===== src/rtl/tick_gen_if.sv =====
// tick_gen_if: control and status bundle between a tick_gen and its controller.
interface tick_gen_if #(parameter int WIDTH = 8);
  logic [WIDTH-1:0] div, burst_len, pulse_cnt;
  logic load, start, stop, mode, en, busy, done;
  modport master(output div, burst_len, load, start, stop, mode, input en, busy, done, pulse_cnt);
  modport slave(input div, burst_len, load, start, stop, mode, output en, busy, done, pulse_cnt);
endinterface


===== src/rtl/tick_gen.sv =====
// tick_gen: programmable tick generator with continuous and burst modes.
// Define TICK_GEN_SYNC_EN to pass start/stop through 2-flop synchronizers.
module tick_gen #(parameter int WIDTH = 8) (
  input logic clk,
  input logic rstb,
  tick_gen_if.slave bus
);
  typedef enum logic [1:0] {IDLE, RUN, DONE} state_t;
  state_t state, state_n;
  logic [WIDTH-1:0] cnt, cnt_n, div_q, len_q, pcnt, pcnt_n, pinc;
  logic mode_q, en_q, busy_q, done_q, en_n, done_n, start_i, stop_i, go, tick, fire;
`ifdef TICK_GEN_SYNC_EN
  logic [1:0] start_sr, stop_sr;
  always_ff @(posedge clk)
    if (!rstb) begin
      start_sr <= '0;
      stop_sr <= '0;
    end else begin
      start_sr <= {start_sr[0], bus.start};
      stop_sr <= {stop_sr[0], bus.stop};
    end
  assign start_i = start_sr[1];
  assign stop_i = stop_sr[1];
`else
  assign start_i = bus.start;
  assign stop_i = bus.stop;
`endif
  assign go = state == IDLE && start_i && !stop_i;
  assign tick = cnt == div_q;
  assign pinc = pcnt + WIDTH'(1);
  assign fire = state == RUN && !stop_i && tick;
  // len_q == 0 matches when pinc wraps to 0, giving 2^WIDTH ticks
  always_comb
    state_n = go ? RUN : (state != RUN || stop_i) ? IDLE : (fire && mode_q && pinc == len_q) ? DONE : RUN;
  always_comb begin
    en_n = fire;
    done_n = state == DONE;
    cnt_n = (state == RUN && !stop_i && !tick) ? cnt + WIDTH'(1) : '0;
    pcnt_n = go ? '0 : fire ? pinc : pcnt;
  end
  always_ff @(posedge clk)
    if (!rstb) begin
      state <= IDLE;
      en_q <= 1'b0;
      busy_q <= 1'b0;
      done_q <= 1'b0;
      cnt <= '0;
      pcnt <= '0;
      div_q <= WIDTH'(3);
      len_q <= WIDTH'(1);
      mode_q <= 1'b0;
    end else begin
      state <= state_n;
      en_q <= en_n;
      busy_q <= state_n == RUN;
      done_q <= done_n;
      cnt <= cnt_n;
      pcnt <= pcnt_n;
      if (state == IDLE && bus.load) begin
        div_q <= bus.div;
        len_q <= bus.burst_len;
      end
      if (go) mode_q <= bus.mode;
    end
  assign bus.en = en_q;
  assign bus.busy = busy_q;
  assign bus.done = done_q;
  assign bus.pulse_cnt = pcnt;
endmodule


===== src/flat_wrapper.sv =====
// flat-port wrapper written by rule: the top's interface ports become plain ports
module tick_gen_flat 
#(parameter int WIDTH = 8)
  (clk, rstb, bus_div, bus_burst_len, bus_load, bus_start, bus_stop, bus_mode, bus_en, bus_busy, bus_done, bus_pulse_cnt);
  tick_gen_if #(.WIDTH(WIDTH)) bus_i ();
  input logic clk;
  input logic rstb;
  input wire logic [$bits(bus_i.div)-1:0] bus_div;
  input wire logic [$bits(bus_i.burst_len)-1:0] bus_burst_len;
  input wire logic [$bits(bus_i.load)-1:0] bus_load;
  input wire logic [$bits(bus_i.start)-1:0] bus_start;
  input wire logic [$bits(bus_i.stop)-1:0] bus_stop;
  input wire logic [$bits(bus_i.mode)-1:0] bus_mode;
  output wire logic [$bits(bus_i.en)-1:0] bus_en;
  output wire logic [$bits(bus_i.busy)-1:0] bus_busy;
  output wire logic [$bits(bus_i.done)-1:0] bus_done;
  output wire logic [$bits(bus_i.pulse_cnt)-1:0] bus_pulse_cnt;
  assign bus_i.div = bus_div;
  assign bus_i.burst_len = bus_burst_len;
  assign bus_i.load = bus_load;
  assign bus_i.start = bus_start;
  assign bus_i.stop = bus_stop;
  assign bus_i.mode = bus_mode;
  assign bus_en = bus_i.en;
  assign bus_busy = bus_i.busy;
  assign bus_done = bus_i.done;
  assign bus_pulse_cnt = bus_i.pulse_cnt;
  tick_gen #(.WIDTH(WIDTH)) u_core (.clk(clk), .rstb(rstb), .bus(bus_i));
endmodule

===== config.mk =====
export PLATFORM = sky130hd
export DESIGN_NAME = tick_gen_flat
export DESIGN_NICKNAME = d
export VERILOG_FILES = /design/src/rtl/tick_gen_if.sv /design/src/rtl/tick_gen.sv /design/src/flat_wrapper.sv
export SDC_FILE = /design/constraint.sdc
export NUM_CORES = 1
export LEC_CHECK = 0
export ABC_AREA = 1
export CORE_ASPECT_RATIO = 1.4
export CORE_MARGIN = 8
export CORE_UTILIZATION = 51
export DETAILED_ROUTE_END_ITERATION = 6
export PLACE_DENSITY_LB_ADDON = 0.25
export RECOVER_POWER = 25
export REMOVE_ABC_BUFFERS = 1
export SLEW_MARGIN = 25
export SYNTH_ARGS = -nofsm -noshare
export SYNTH_HDL_FRONTEND = slang
export SYNTH_SLANG_ARGS = --single-unit

===== constraint.sdc =====
create_clock -name clk -period 1.97 [get_ports clk]
set_clock_uncertainty 0.2 [all_clocks]
set_input_delay 0.394 -clock clk [delete_from_list [all_inputs] [get_ports clk]]
set_output_delay 0.394 -clock clk [all_outputs]
set_load 0.03 [all_outputs]

* Yosys cells after proc, flatten, opt, wreduce, memory -nomap -nowiden
Cells that the tools add are included.
Storage, ports and cells: input bits 22, logic and storage cells 35, register bits 38
Operators by class: equality and inequality tests 6, reduce and logical (&&, ||, !) cells 14, add/sub/neg operators 2, bitwise operators 1, muxes and demuxes 3
Operators by type and width (number):
- 8-bit by 1-bit adder with 8-bit output (second input constant) | 2
- 8-bit equality test | 2
- 1-bit logical AND | 8
- 2-bit 2-to-1 mux | 3
- 2-bit by 1-bit equality test with 1-bit output (second input constant) | 2
- 2-bit equality test (second input constant) | 1
- 1-bit zero test | 2
- 2-bit zero test | 1
- 2-bit by 1-bit inequality test with 1-bit output (second input constant) | 1
- 2-bit AND reduction | 1
- 2-bit OR reduction | 1
- 1-bit logical OR | 1
- 1-bit NOT | 1

* Logic depth before layout (Yosys ltp)
depth after elaboration 9, mapped depth 14, mapped depth without buffers 14

* Least setup slack after synthesis
Ideal clock, no wire load.
kind register -> register, start point register u_core.pcnt[1] (netlist: u_core.bus.pulse_cnt[1]), end point register u_core.busy_q (netlist: u_core.bus.busy), buffers on the path 0, required time 1.654 ns, arrival time 1.573 ns, stages on the path, launching flop included 13, path slack 0.081 ns, setup time 0.116 ns, path through dfxtp_1 > ha_1 > nand2_1 > nor2_1 > nand3_1 > nand3_1 > nand2_1 > inv_1 > nand2_1 > nor2_1 > nand2_1 > nand2_1 > nand2_1
Between the ends: word-level cells in the longest chain between the ends 7
Ends and longest elaborated chain:
- start, declared | RTL line tick_gen.sv:10 | logic [WIDTH-1:0] cnt, cnt_n, div_q, len_q, pcnt, pcnt_n, pinc;
- start signal, assigned | RTL line tick_gen.sv:58 | pcnt <= pcnt_n;
- 8-bit by 1-bit adder with 8-bit output | RTL line tick_gen.sv:30 | assign pinc = pcnt + WIDTH'(1);
- 8-bit equality test | RTL line tick_gen.sv:34 | state_n = go ? RUN : (state != RUN || stop_i) ? IDLE : (fire && mode_q && pinc == len_q) ? DONE : RUN;
- 1-bit logical AND | RTL line tick_gen.sv:34
- 2-bit 2-to-1 mux (3 in a row) | RTL line tick_gen.sv:34
- 2-bit by 1-bit equality test with 1-bit output | RTL line tick_gen.sv:55 | busy_q <= state_n == RUN;
- end signal, assigned | RTL line tick_gen.sv:45 | busy_q <= 1'b0;
- end signal, assigned | RTL line tick_gen.sv:55
- end, declared | RTL line tick_gen.sv:11 | logic mode_q, en_q, busy_q, done_q, en_n, done_n, start_i, stop_i, go, tick, fire;
Every way passes these cells. A chain may end at the register's enable or synchronous reset.

* Worst setup path in the final report
start point register u_core.pcnt[0] (netlist: u_core.bus.pulse_cnt[0]), end point output bus_pulse_cnt[0]
RTL lines:
- end, declared | RTL line flat_wrapper.sv:17 | output wire logic [$bits(bus_i.pulse_cnt)-1:0] bus_pulse_cnt;
No word-level cell between the ends.

==> results.cfg <==
[grt]
met1_usage = 0.151
met2_usage = 0.295
first_global_vias = 1731
met3_usage = 0.0323
grt_usage = 0.159
gr-total-overflow = 0
grt_max_degree = 18
grt_pass1_wl_um = 7110
grt-busiest-layer = met2
antenna_found_initial = 0

[clock_network]
clkTransAtPathRegs_ns = 0.07
htree_levels = 2
tritoncts = built
insertion_delay_ns = 0.29
ctsRootBufferMaster = clkbuf_8
cts.sinks = 38
ctsHoldBuffers = 0
cts_buffer_depth = 2
cts_inserted_buffers = 5

[yosys]
netlist_instances = 264
synth.yosys.seq_area_share = 0.420
synth_top_area_frac = 0.420
syn_area_um2 = 1810
yosysWarnings = 0
synth.distinct_cells = 28
syn_avg_cell_area_um2 = 6.86
synth_top_area_cell = dfxtp_1
ys_top_cells_by_area = dfxtp_1, nand2_1, inv_1, a21oi_1, nor2_1
ys_seq_elements = 38

[detailed_routing]
drt-pass1-iter-count = 4
drc = 0
wl_per_cell_um = 11.9
vias = 1731
final_antenna_net_count = 0
first_iter_violations = 109
postRouteWirelength_um = 4120
viasPerCell = 5.00

[floorplanning]
die-area_um2 = 5740
rows = 25
start_util = 0.536
coreArea_um2 = 3380
dieWidth_um = 66.4
io_pins = 33
fp.dieH_um = 86.5

[finish]
seqCellArea_um2 = 764
multi_input_area_um2 = 883
fin_area_um2 = 2300
fillers = 302
final_layout_size_suffix_gt1_frac = 0.101
layout.nets = 329
antenna_cells = 0
final_common_cell = nand2_1
area_growth_pct = 26.8
final_cell_mix = nand2_1, inv_1, dfxtp_1

[placed_design]
portBuffers = 32
placed_area_um2 = 2200
gp_congestion = 0.796
dp_hpwl_um = 3160

[setup_path]
cp-start-kind = flop
path_delay_family = buffers and inverters
slowest_stage = clkdlybuf4s50_1
arrival_ns = 1.33
cpPeakStageDelay_ns = 0.67
cp-end-kind = primary output
crit_fanout = 4
critPathRequiredTime_ns = 1.38
worst-path-buf-inv = 1
cp_cell_sequence = clkdlybuf4s50_1
criticalPathCategory = flop to primary output

[sta]
relSlewSlack = 0.706
hold_violations = 0
max_freq_mhz = 520
fin_crit_ns = 1.92
post-route-period-util = 0.975
setup_violations = 0
slew_viol_final = 0
hold_slack_ns = 0.268
tightest_slew_ns = 0.439

[status]
outcome = completed

[hold_path]
hp-class = flop to flop

[power_and_ir_drop]
p_leak_nw = 1.01
report.power.total_mw = 1.54
peakVddDrop_uv = 526
p_per_area_nw_per_um2 = 672

[flow_run]
cap_violations = 0
-- cells in the mapped netlist, drive strengths merged --
cell / n
o21ai: 14
or2: 1
a21oi: 19
inv: 40
dfxtp: 38
ha: 2
nand3b: 1
nand4: 5
o21bai: 2
a211oi: 3
buf: 2
o22ai: 1
nor2: 28
nor3: 5
nor3b: 2
o211ai: 3
clkbuf: 3
nand2: 76
nand3: 16
nor4: 1
xor2: 2
-- routing by layer --
metal  part of all wire  up-vias
li1                   -      927
met1               0.41      763
met2               0.52       29
met3              0.037       12
met4              0.036        0
met5                  0        -
-- area by class of cell --
type	count	share of cell area
multi-input cells	181	0.385
well taps	40	0.0218
clock inverters	1	0.00218
flip-flops and latches	38	0.333
clock buffers	7	0.0376
repair buffers	39	0.156
inverters	40	0.0654
-- timing repair --
item                                    in CTS  in global routing
gates resized for setup                      6                  7
buffers inserted                             0                  1
endpoints found under the setup margin       6                  3
pin swaps                                    0                  1
hold endpoints to repair                     0                  0
-- cell families (layout without fill, tap and decap cells) --
group,count (synthesis),in the layout,synth area share
compound gates,42,42,0.136
xor+xnor,2,2,0.00967
fa+ha+maj,2,2,0.0138
buf+inv,45,87,0.0981
flops,38,38,0.420
simple gates,135,135,0.323
-- state kept, by name (all words and copies together), names as in the netlist --
signal                count
u_core.cnt                8
u_core.div_q              8
u_core.state              2
u_core.bus.pulse_cnt      8
u_core.bus.busy           1
u_core.bus.done           1
u_core.mode_q             1
u_core.bus.en             1
u_core.len_q              8
-- power by group --
group          total [mW]  leakage (nW)  switching, mW  internal (mW)
combinational       0.171         0.649         0.0878         0.0833
sequential          0.813         0.312         0.0150          0.798
clock               0.559        0.0482          0.276          0.282
-- metrics by stage --
stage	cells	util	setup WS [ns]	TNS (ns)
2_1_floorplan	259	-	0.0815	0
5_1_grt	346	0.680	-0.00166	-0.00166
3_3_place_gp	337	0.651	0.102	0
6_report	346	0.680	0.0484	0
4_1_cts	345	0.676	0.00142	0
3_5_place_dp	337	0.651	0.0703	0
-- path summary, 6_finish.rpt --
| path | depth (start not counted) | start | slack (ns) | to |
|---|---|---|---|---|
| hold / removal | 2 | u_core.div_q[6] | 0.27 | u_core.div_q[6] |
| setup / recovery | 1 | u_core.bus.pulse_cnt[0] | 0.05 | bus_pulse_cnt[0] |
| hold reg to reg | 2 | u_core.div_q[6] | 0.27 | u_core.div_q[6] |
| setup reg to reg | 12 | u_core.bus.pulse_cnt[0] | 0.20 | u_core.state[0] |
(Power assumes the default switching activity.)
